### config.mk
export PLATFORM = sky130hd
export DESIGN_NAME = apb_master_bridge
export DESIGN_NICKNAME = d
export VERILOG_FILES = /design/src/rtl/apb_master_bridge.sv
export SDC_FILE = /design/constraint.sdc
export NUM_CORES = 1
export LEC_CHECK = 0
export ABC_AREA = 1
export ABC_CLOCK_PERIOD_IN_PS = 1950
export BUFFER_PORTS_ARGS = -buffer_cell sky130_fd_sc_hd__buf_2
export CORE_ASPECT_RATIO = 0.9
export CORE_MARGIN = 4
export CORE_UTILIZATION = 45
export DETAILED_ROUTE_END_ITERATION = 12
export PLACE_DENSITY = 0.77
export SETUP_SLACK_MARGIN = 0.5
export SLEW_MARGIN = 20
export SYNTH_ARGS = -nofsm -noshare
export SYNTH_HDL_FRONTEND = slang
export SYNTH_SLANG_ARGS = --single-unit
### constraint.sdc
create_clock -name pclk -period 1.95 [get_ports pclk]
set_input_delay 0.0975 -clock pclk [delete_from_list [all_inputs] [get_ports pclk]]
set_output_delay 0.0975 -clock pclk [all_outputs]
set_load 0.01 [all_outputs]
### src/rtl/apb_master_bridge.sv
// APB initiator: turns one valid/ready request into a single APB transfer and
// returns read data plus the number of wait states on a valid/ready response.
module apb_master_bridge #(
  parameter int ADDR_WIDTH     = 32,
  parameter int DATA_WIDTH     = 32,
  parameter int WAIT_CNT_WIDTH = 8
) (
  input  logic                      pclk,
  input  logic                      preset_n,
  input  logic                      req_valid,
  output logic                      req_ready,
  input  logic                      req_write,
  input  logic [ADDR_WIDTH-1:0]     req_addr,
  input  logic [DATA_WIDTH-1:0]     req_wdata,
  output logic                      rsp_valid,
  input  logic                      rsp_ready,
  output logic [DATA_WIDTH-1:0]     rsp_rdata,
  output logic [WAIT_CNT_WIDTH-1:0] rsp_wait_cycles,
  output logic [ADDR_WIDTH-1:0]     paddr,
  output logic                      psel,
  output logic                      penable,
  output logic                      pwrite,
  output logic [DATA_WIDTH-1:0]     pwdata,
  input  logic                      pready,
  input  logic [DATA_WIDTH-1:0]     prdata
);

  typedef enum logic [1:0] {IDLE, SETUP, ACCESS, RESP} state_e;

  localparam logic [WAIT_CNT_WIDTH-1:0] WAIT_ONE = {{(WAIT_CNT_WIDTH-1){1'b0}}, 1'b1};

  state_e                    state_q, state_d;
  logic [ADDR_WIDTH-1:0]     paddr_q, paddr_d;
  logic                      pwrite_q, pwrite_d;
  logic [DATA_WIDTH-1:0]     pwdata_q, pwdata_d;
  logic                      psel_q, psel_d;
  logic                      penable_q, penable_d;
  logic                      rsp_valid_q, rsp_valid_d;
  logic [DATA_WIDTH-1:0]     rsp_rdata_q, rsp_rdata_d;
  logic [WAIT_CNT_WIDTH-1:0] rsp_wait_q, rsp_wait_d;
  logic [WAIT_CNT_WIDTH-1:0] wait_cnt_q, wait_cnt_d;

  always_ff @(posedge pclk or negedge preset_n) begin
    if (!preset_n) begin
      state_q     <= IDLE;
      paddr_q     <= '0;
      pwrite_q    <= 1'b0;
      pwdata_q    <= '0;
      psel_q      <= 1'b0;
      penable_q   <= 1'b0;
      rsp_valid_q <= 1'b0;
      rsp_rdata_q <= '0;
      rsp_wait_q  <= '0;
      wait_cnt_q  <= '0;
    end else begin
      state_q     <= state_d;
      paddr_q     <= paddr_d;
      pwrite_q    <= pwrite_d;
      pwdata_q    <= pwdata_d;
      psel_q      <= psel_d;
      penable_q   <= penable_d;
      rsp_valid_q <= rsp_valid_d;
      rsp_rdata_q <= rsp_rdata_d;
      rsp_wait_q  <= rsp_wait_d;
      wait_cnt_q  <= wait_cnt_d;
    end
  end

  always_comb begin
    state_d = state_q;
    case (state_q)
      IDLE:    if (req_valid) state_d = SETUP;
      SETUP:   state_d = ACCESS;
      ACCESS:  if (pready) state_d = RESP;
      RESP:    if (rsp_ready) state_d = IDLE;
      default: state_d = IDLE;
    endcase
  end

  always_comb begin
    paddr_d     = paddr_q;
    pwrite_d    = pwrite_q;
    pwdata_d    = pwdata_q;
    psel_d      = psel_q;
    penable_d   = penable_q;
    rsp_valid_d = rsp_valid_q;
    rsp_rdata_d = rsp_rdata_q;
    rsp_wait_d  = rsp_wait_q;
    wait_cnt_d  = wait_cnt_q;
    case (state_q)
      IDLE: begin
        // Address/data are captured only here, while psel is low.
        if (req_valid) begin
          paddr_d    = req_addr;
          pwrite_d   = req_write;
          pwdata_d   = req_wdata;
          psel_d     = 1'b1;
          penable_d  = 1'b0;
          wait_cnt_d = '0;
        end
      end
      SETUP: penable_d = 1'b1;
      ACCESS: begin
        if (pready) begin
          psel_d      = 1'b0;
          penable_d   = 1'b0;
          rsp_valid_d = 1'b1;
          rsp_wait_d  = wait_cnt_q;
          rsp_rdata_d = pwrite_q ? '0 : prdata;
        end else if (wait_cnt_q != '1) begin
          wait_cnt_d = wait_cnt_q + WAIT_ONE;
        end
      end
      RESP: if (rsp_ready) rsp_valid_d = 1'b0;
      default: ;
    endcase
  end

  assign req_ready       = (state_q == IDLE);
  assign rsp_valid       = rsp_valid_q;
  assign rsp_rdata       = rsp_rdata_q;
  assign rsp_wait_cycles = rsp_wait_q;
  assign paddr           = paddr_q;
  assign psel            = psel_q;
  assign penable         = penable_q;
  assign pwrite          = pwrite_q;
  assign pwdata          = pwdata_q;

endmodule

==> impl_metrics.yaml, run 1 <==
status:
  status: "finished, final reports clean"
global_route:
  gr-total-overflow: 0
  grt_pass1_wl_mm: 23.8
  grt_pass1_vias: 4711
  grt_max_degree: 79
  antenna_found_initial: 0
  grt_use_total_pct: 25.4
layout:
  register_area_um2: 2960
  area_growth_pct: 66.9
  finalInstanceArea_um2: 7980
  fillers: 593
  fin_nets: 857
  drive_above_1_share_pct: 47.3
  multi_input_area_um2: 1760
  finish.utilization_pct: 77.5
die:
  die_y_um: 106
  core_area_um2: 10300
  dieArea_um2: 12300
  ios: 211
  rows: 35
  start_util_pct: 46.4
  die_x_um: 117
placed_design:
  post_dp_cell_area_um2: 6020
  port-buffer-count: 210
  place_hpwl_mm: 8.70
  gp_congestion: 0.851
routing:
  drtIter0Drc: 322
  drt-vias-per-instance: 5.03
  vias: 4480
  drtAntennaViolNets: 0
  dr.pass1.iters: 4
  wl_per_cell_um: 17.7
  post-route-drc-count: 0
  wl_mm: 15.8
sta:
  setup_viol: 0
  finalHoldViolations: 0
  grt_setup_unrepaired: "yes"
  fin_crit_ns: 1.51
  relSlewSlack_pct: 79.5
  tns_ns: 0
  worstMarginPinSlew_ns: 0.307
  final-max-slew-violation-count: 0
  fmax_mhz: 663
  period_share_pct: 77.4
  clock_skew_ns: 0.00841
power_and_ir_drop:
  pwr-share-clk_pct: 27.8
  switchingPower_uw: 4140
  p_leak_uw: 0.00400
  p_seq_share_pct: 33.7
  p_int_uw: 8050
  ir_worst_vdd_v: 0.000966
  pwr_density_cell_nw_per_um2: 1530
  swShare_pct: 34.0
  combPwrFrac_pct: 38.6
synth:
  synth_xor_area_share_pct: 0.183
  synth_top_family_by_area: "multiplexers"
  synth_top_area_cell: "dfrtp_1"
  syn_inst: 413
  ys_ff_latch: 118
  synth_async_sr_flop_share_pct: 100
  synth_cell_types: 25
  synthMuxAreaShare_pct: 15.1
  synth_fa_ha_area_share_pct: 1.83
  synth_flop_cell: "dfrtp_1"
  synth_edf_count: 0
  syn_avg_cell_area_um2: 11.6
  synth-compound-area-share_pct: 6.10
  syn-cell-area_um2: 4780
  synth_area_leaders: "dfrtp_1 (62%), mux2_2 (15%), nand2_1 (8.2%), o21ai_0 (4.6%), ha_1 (1.8%)"
  synth_top_area_share_pct: 61.8
  yosysMostFrequentCell: "dfrtp_1"
  synth-simple-area-share_pct: 11.2
  synthesis.nets: 522
  ys_warn_count: 0
  yosysSeqAreaShare_pct: 61.8
  synth_common_cells: "dfrtp_1 (118), nand2_1 (105), mux2_2 (63)"
critical_path:
  critPathLaunchType: "flip-flop"
  critPathKind: "flip-flop to flip-flop"
  arrival_ns: 1.80
  endpoint_kind: "flip-flop"
  crit_required_ns: 2.24
  worstPathMaxFanout: 13
clock_tree:
  cts_root_buf: "clkbuf_16"
  cts_buffers: 17
  clk_transition_reported_paths_ns: 0.06
  insertion_delay_ns: 0.41
  cts_sinks: 118
  cts_tree: "built"
  ctsHtreeMaxLevel: 4
  cts_buffer_depth: 2
job:
  maxCapViolations: 0
min_path:
  hp-class: "primary input to flip-flop"
[cell usage in the layout (no fill, tap or decap), types with 2 or more instances in the layout]
master,count
ha_1,5
nand2_1,102
buf_6,2
o21ai_0,41
nand2_4,3
nor2_1,7
buf_4,16
nand3_4,2
inv_1,12
nand2_2,4
dfrtp_2,2
o21ai_2,4
nand3_1,8
o21ai_1,4
dfrtp_1,116
ha_4,2
dlygate4sd3_1,98
clkinvlp_4,2
a21oi_1,3
o21bai_1,2
buf_2,209
mux2_2,62
clkbuf_8,4
clkinv_2,2
bufinv_16,4
inv_2,4
clkbuf_16,19
buf_12,6
clkinv_4,3
[state kept, by name (all words and copies together) (netlist names)]
| name | count |
|---|---|
| paddr | 32 |
| penable | 1 |
| psel | 1 |
| pwdata | 32 |
| pwrite | 1 |
| rsp_rdata | 32 |
| rsp_valid | 1 |
| rsp_wait_cycles | 8 |
| state_q | 2 |
| wait_cnt_q | 8 |
[power groups by stage]
stage / logic [µW] / clock network, µW / registers [µW]
5_1_grt: 5100 / 3560 / 4200
4_1_cts: 4330 / 3430 / 4040
6_report: 4700 / 3390 / 4110
3_5_place_dp: 3880 / 0 / 4070
3_3_place_gp: 3750 / 0 / 4010
2_1_floorplan: 1800 / 0 / 4500
[worst paths after layout]
kind                                from            end  slack (ns)  depth (start not counted)
max                           state_q[0]      pwdata[2]        0.44                          6
min                            rsp_ready      rsp_valid        0.03                          4
max reg2reg                   state_q[0]      pwdata[2]        0.44                          6
min reg2reg                rsp_rdata[23]  rsp_rdata[23]        0.48                          2
max in group asynchronous       preset_n   rsp_rdata[3]        1.30                          3
min in group asynchronous       preset_n      paddr[23]        0.09                          2
[critical path: stages, from the launching register on]
cell,delay [ns]
dfrtp_2,0.43
inv_4,0.09
ha_4,0.17
nand2_8,0.10
buf_12,0.15
buf_12,0.14
mux2_4,0.31
[per-layer routing]
| layer | up-vias | share of wire (%) | global-route usage [%] |
|---|---|---|---|
| li1 | 2041 | - | - |
| met1 | 2163 | 37 | 27.4 |
| met2 | 225 | 53 | 45.2 |
| met5 | - | 0 | 0 |
| met3 | 51 | 7.4 | 7.41 |
| met4 | 0 | 3.3 | 11.6 |
[stage by stage]
stage	instances	power [µW]	hold slack, ns	setup slack, ns
4_1_cts	881	11800	0.0247	0.469
6_report	891	12200	0.0348	0.441
2_1_floorplan	413	6300	-0.198	0.502
3_5_place_dp	742	7950	-0.0271	0.312
5_1_grt	890	12900	0.0581	0.411
3_3_place_gp	742	7760	-0.0293	0.394
[cell families after synthesis]
group           Yosys count
compound gates           55
xor+xnor                  1
fa+ha+maj                 7
buf+inv                  37
flops                   118
mux                      64
simple gates            131
[timing repair]
item | CTS | global route
setup endpoints to repair | 90 | 67
buffers inserted | 7 | 7
hold buffers | 98 | 0
endpoints found under the hold margin | 215 | 0
pin swaps | 4 | 7
resized for setup | 14 | 17
gates cloned | 2 | 2
[final cells by class]
| type | count | area share (%) |
|---|---|---|
| sequential | 118 | 37.0 |
| timing repair buffer | 335 | 29.9 |
| multi-input combinational | 259 | 22.0 |
| clock buffer | 21 | 6.02 |
| clock inverter | 11 | 2.15 |
| tap | 129 | 2.02 |
| inverter | 17 | 0.831 |
| antenna | 1 | 0.0314 |
Power figures use the tool's default switching activity.
==> run 2, diff against run 1 <==
--- a/config.mk
+++ b/config.mk
@@ -6,7 +6,7 @@
 export NUM_CORES = 1
 export LEC_CHECK = 0
 export ABC_AREA = 1
-export ABC_CLOCK_PERIOD_IN_PS = 1950
+export ABC_CLOCK_PERIOD_IN_PS = 1400
 export BUFFER_PORTS_ARGS = -buffer_cell sky130_fd_sc_hd__buf_2
 export CORE_ASPECT_RATIO = 0.9
 export CORE_MARGIN = 4
==> constraint.sdc (replaced) <==
create_clock -name pclk -period 1.4 [get_ports pclk]
set_input_delay 0.07 -clock pclk [delete_from_list [all_inputs] [get_ports pclk]]
set_output_delay 0.07 -clock pclk [all_outputs]
set_load 0.01 [all_outputs]
==> impl_metrics.yaml, run 2 (synthesized netlist as in run 1, its figures left out) <==
power_and_ir_drop:
  pwr_density_cell_nw_per_um2: 2190
  p_int_uw: 12500
  switchingPower_uw: 6730
  combPwrFrac_pct: 47.3
  p_leak_uw: 0.00449
  pwr-share-clk_pct: 21.9
  power_uw: 19200
  ir_worst_vdd_v: 0.00152
  p_seq_share_pct: 30.8
  swShare_pct: 35.0
critical_path:
  crit_required_ns: 1.69
  critPathKind: "flip-flop to flip-flop"
  critPathMaxStageDelay_ns: 0.38
  crit_slowest_cell: "dfrtp_1"
  arrival_ns: 1.87
  crit_family: "buffers and inverters"
  crit_chain: "inv_2 > buf_12 > ha_4 > nand2_4 > buf_12 > nand2_1 > o21ai_0"
  endpoint_kind: "flip-flop"
  worstPathMaxFanout: 77
  critPathLaunchType: "flip-flop"
  path_common_cell: "buf_12"
  crit_buf_inv: 3
status:
  status: "finished with violations"
  violations: "negative setup slack"
global_route:
  grt_use_total_pct: 27.9
  grt_pass1_vias: 5010
  antenna_found_initial: 0
  grt_max_degree: 78
  grt_pass1_wl_mm: 26.1
  gr-total-overflow: 0
placed_design:
  port-buffer-count: 210
  gp_congestion: 0.815
  place_hpwl_mm: 8.88
sta:
  fin_crit_ns: 1.58
  fmax_mhz: 634
  grt_setup_unrepaired: "yes"
  relSlewSlack_pct: 70.4
  clock_skew_ns: 0.00696
  whs_ns: 0.150
  setup_slack_ns: -0.178
  setup_viol: 107
  finalHoldViolations: 0
  worstMarginPinSlew_ns: 0.444
  period_share_pct: 113
  final-max-slew-violation-count: 0
clock_tree:
  cts_tree: "built"
  cts_sinks: 118
  clk_transition_reported_paths_ns: 0.05
  cts_root_buf: "clkbuf_16"
  ctsHtreeMaxLevel: 4
  cts_buffer_depth: 2
  cts_buffers: 17
  insertion_delay_ns: 0.41
layout:
  finish.utilization_pct: 85.3
  layout_commonest_cell: "buf_2"
  drive_above_1_share_pct: 51.9
  multi_input_area_um2: 1900
  register_area_um2: 2950
  area_growth_pct: 83.7
  final_cell_mix: "buf_2 (169), dfrtp_1 (117), dlygate4sd3_1 (99)"
  fin_nets: 919
  fillers: 445
routing:
  drtIter0Drc: 334
  wl_per_cell_um: 20.6
  vias: 4920
  dr.pass1.iters: 6
  drt-vias-per-instance: 5.16
  post-route-drc-count: 0
  wl_mm: 19.7
  drtAntennaViolNets: 0
job:
  maxCapViolations: 0
die:
  start_util_pct: 46.4
  die_y_um: 106
  rows: 35
  core_area_um2: 10300
  ios: 211
  dieArea_um2: 12300
  die_x_um: 117
min_path:
  hp-class: "primary input to flip-flop"
## run 2: cell count changes in the layout (fill, tap and decap cells not counted), moves of 4 or more
| cell | before | now |
|---|---|---|
| buf_4 | 16 | 69 |
| buf_6 | 2 | 48 |
| buf_2 | 209 | 169 |
| mux2_4 | 1 | 25 |
| mux2_2 | 62 | 39 |
| nand2_1 | 102 | 97 |
| clkinv_2 | 2 | 6 |
## run 2: area by class of cell
type | instances | share of cell area [%]
flip-flops and latches | 118 | 33.7
clock buffers | 21 | 5.25
inverters | 17 | 0.727
multi-input cells | 260 | 21.6
diodes | 2 | 0.0570
repair buffers | 396 | 35.7
well taps | 129 | 1.84
clock inverters | 10 | 1.20
## run 2: what timing repair did
item	CTS	global route
pin swaps	9	1
hold buffers	99	0
setup endpoints to repair	227	227
setup buffers	29	31
resized for setup	58	37
hold endpoints to repair	216	0
cloned	3	3
## run 2: worst reg2reg max path, stage by stage, from the launching register on
cell and delay [ns]:
dfrtp_1 0.38, inv_2 0.08, buf_12 0.13, ha_4 0.19
nand2_4 0.09, buf_12 0.26, nand2_1 0.20, o21ai_0 0.15
## run 2: metal layers
metal / up-vias / global-route usage, % / wire length [µm]
met2: 276 / 52.7 / 10800
met4: 0 / 12.6 / 729
met1: 2427 / 28.9 / 6650
met3: 58 / 5.91 / 1510
met5: - / 0 / 0
li1: 2159 / - / -
## run 2: power groups by stage
| stage | sequential, µW | clock (µW) | combinational [µW] |
|---|---|---|---|
| after floorplan | 6280 | 0 | 2770 |
| after global placement | 5550 | 0 | 5700 |
| after detailed placement | 5620 | 0 | 5900 |
| after CTS | 5610 | 4190 | 7510 |
| after global routing | 6040 | 4430 | 9580 |
| final | 5910 | 4220 | 9090 |
## run 2: through the flow
step                      setup slack, ns  TNS, ns  instances  cell area [µm²]
after floorplan                   -0.0332   -0.787        413             4890
after global placement            -0.0118  -0.0587        755             6220
after detailed placement          -0.0861    -1.60        755             6220
after CTS                         -0.0506   -0.679        917             8300
after global routing               -0.254   -12.86        951             8770
final                              -0.178    -5.65        953             8780
## run 2: worst paths after layout
path	slack, ns	end	cells past startpoint	startpoint
worst max-delay path	-0.18	rsp_rdata[18]	7	state_q[0]
worst min-delay path	0.15	psel	6	pready
worst max register to register	-0.18	rsp_rdata[18]	7	state_q[0]
worst min register to register	0.49	rsp_wait_cycles[3]	2	rsp_wait_cycles[3]
max in group asynchronous	0.67	pwdata[3]	3	preset_n
min in group asynchronous	0.16	pwdata[25]	2	preset_n
==> run 3, diff against run 2 <==
--- a/config.mk
+++ b/config.mk
@@ -10,10 +10,12 @@
 export BUFFER_PORTS_ARGS = -buffer_cell sky130_fd_sc_hd__buf_2
 export CORE_ASPECT_RATIO = 0.9
 export CORE_MARGIN = 4
-export CORE_UTILIZATION = 45
+export CORE_UTILIZATION = 47
+export CTS_CLUSTER_SIZE = 16
 export DETAILED_ROUTE_END_ITERATION = 12
-export PLACE_DENSITY = 0.77
+export PLACE_DENSITY = 0.8
 export SETUP_SLACK_MARGIN = 0.5
+export SKIP_CTS_REPAIR_TIMING = 1
 export SLEW_MARGIN = 20
 export SYNTH_ARGS = -nofsm -noshare
 export SYNTH_HDL_FRONTEND = slang
==> impl_metrics.yaml, run 3 (synthesized netlist as in run 1, its figures left out) <==
status:
  status: "finished with violations"
  violations: "negative setup slack"
clock_tree:
  cts_buffer_depth: 2
  clk_transition_reported_paths_ns: 0.06
  ctsHtreeMaxLevel: 4
  cts_sinks: 118
  cts_root_buf: "clkbuf_16"
  insertion_delay_ns: 0.40
  cts_buffers: 17
  cts_tree: "built"
die:
  rows: 34
  core_area_um2: 9780
  ios: 211
  start_util_pct: 48.8
  die_x_um: 114
  dieArea_um2: 11800
  die_y_um: 104
sta:
  period_share_pct: 110
  final-max-slew-violation-count: 0
  fmax_mhz: 648
  relSlewSlack_pct: 80.2
  worstMarginPinSlew_ns: 0.298
  clock_skew_ns: 0.0101
  setup_slack_ns: -0.144
  setup_viol: 76
  fin_crit_ns: 1.54
  finalHoldViolations: 0
  grt_setup_unrepaired: "yes"
  whs_ns: 0.0707
power_and_ir_drop:
  p_leak_uw: 0.00436
  pwr_density_cell_nw_per_um2: 2150
  ir_worst_vdd_v: 0.00143
  power_uw: 17900
global_route:
  grt_pass1_vias: 3970
  use_met1_pct: 24.7
  busiest_layer: "met2"
  grt_pass1_wl_mm: 19.4
  grt_use_total_pct: 20.6
  grt_max_degree: 58
  gr-total-overflow: 0
  gr-usage-met3_pct: 8.98
  met2_usage_pct: 33.5
  antenna_found_initial: 2
layout:
  layout_commonest_cell: "buf_2"
  drive_above_1_share_pct: 48.4
  fin_nets: 885
  final_cell_mix: "buf_2 (189), dfrtp_1 (118), nand2_1 (101)"
  multi_input_area_um2: 1940
  register_area_um2: 2950
  stdcell_count: 915
  area_growth_pct: 74.6
  fillers: 469
routing:
  wl_per_cell_um: 18.5
  drt-vias-per-instance: 5.05
  post-route-drc-count: 0
  drtIter0Drc: 295
  drtAntennaViolNets: 0
  wl_mm: 16.9
  dr.pass1.iters: 4
  vias: 4625
critical_path:
  rrSetupSlack_ns: -0.14
  endpoint_kind: "flip-flop"
  crit_family: "flip-flops"
  crit_slowest_cell: "dfrtp_1"
  reg2reg_depth: 5
  worstPathMaxFanout: 9
  critPathMaxStageDelay_ns: 0.44
  critPathLaunchType: "flip-flop"
  crit_chain: "inv_2 > ha_4 > nand2_8 > buf_4 > mux2_4"
  critPathKind: "flip-flop to flip-flop"
  crit_buf_inv: 2
  r2r_start: "state_q[1]"
  reg2reg_to: "paddr[30]"
  arrival_ns: 1.82
  crit_required_ns: 1.68
job:
  maxCapViolations: 0
placed_design:
  port-buffer-count: 210
  gp_congestion: 0.849
  placedCellCount: 746
  place_hpwl_mm: 8.83
min_path:
  hp-class: "primary input to async pin"
-- run 3: changes by cell type in the layout (fill, tap and decap cells not counted), moves of 4 or more --
| cell | previous run | this run |
|---|---|---|
| o21ai_1 | 6 | 20 |
| mux2_2 | 39 | 10 |
| buf_4 | 69 | 47 |
| mux2_4 | 25 | 54 |
| nand2_1 | 97 | 101 |
| buf_2 | 169 | 189 |
| buf_6 | 48 | 20 |
| o21ai_0 | 38 | 27 |
-- run 3: area by class of cell --
class | instances | area share, %
flip-flops and latches | 118 | 35.4
repair buffers | 363 | 32.1
multi-input cells | 259 | 23.2
clock buffers | 22 | 5.68
well taps | 126 | 1.89
clock inverters | 8 | 0.915
inverters | 17 | 0.765
diodes | 2 | 0.0600
-- run 3: worst max-delay path by stage --
stage,startpoint,to,slack [ns],depth (start not counted)
6_report,state_q[1],paddr[30],-0.14,5
3_3_place_gp,state_q[0],wait_cnt_q[3],-0.009,7
2_1_floorplan,state_q[0],paddr[30],-0.03,6
4_1_cts,state_q[0],wait_cnt_q[5],-0.13,7
5_1_grt,state_q[1],wait_cnt_q[5],-0.19,8
3_5_place_dp,state_q[0],wait_cnt_q[3],-0.12,7
-- run 3: worst register-to-register path, stage by stage (launching register included) --
cell and delay [ns]:
dfrtp_1 0.44, inv_2 0.09, ha_4 0.20, nand2_8 0.13, buf_4 0.24, mux2_4 0.33
-- run 3: power breakdown --
| group | internal (µW) | switching (µW) | total (µW) |
|---|---|---|---|
| logic | 4330 | 3670 | 8000 |
| clock network | 2550 | 1510 | 4070 |
| registers | 4870 | 982 | 5850 |
| total | 11800 | 6160 | 17900 |
-- run 3: metal layers --
layer / vias to the layer above / wire (µm)
met5: - / 0
met4: 0 / 478
met3: 40 / 1270
met2: 236 / 8740
met1: 2261 / 6430
li1: 2088 / -
-- run 3: through the flow --
step	util, %	TNS (ns)	area, µm²	worst slack (ns)
final	85.3	-6.69	8340	-0.144
after global routing	85.3	-9.41	8340	-0.187
after CTS	68.4	-4.41	6700	-0.130
after detailed placement	62.8	-2.69	6150	-0.117
after global placement	62.8	-0.0450	6150	-0.00939
after floorplan	-	-0.787	4890	-0.0332
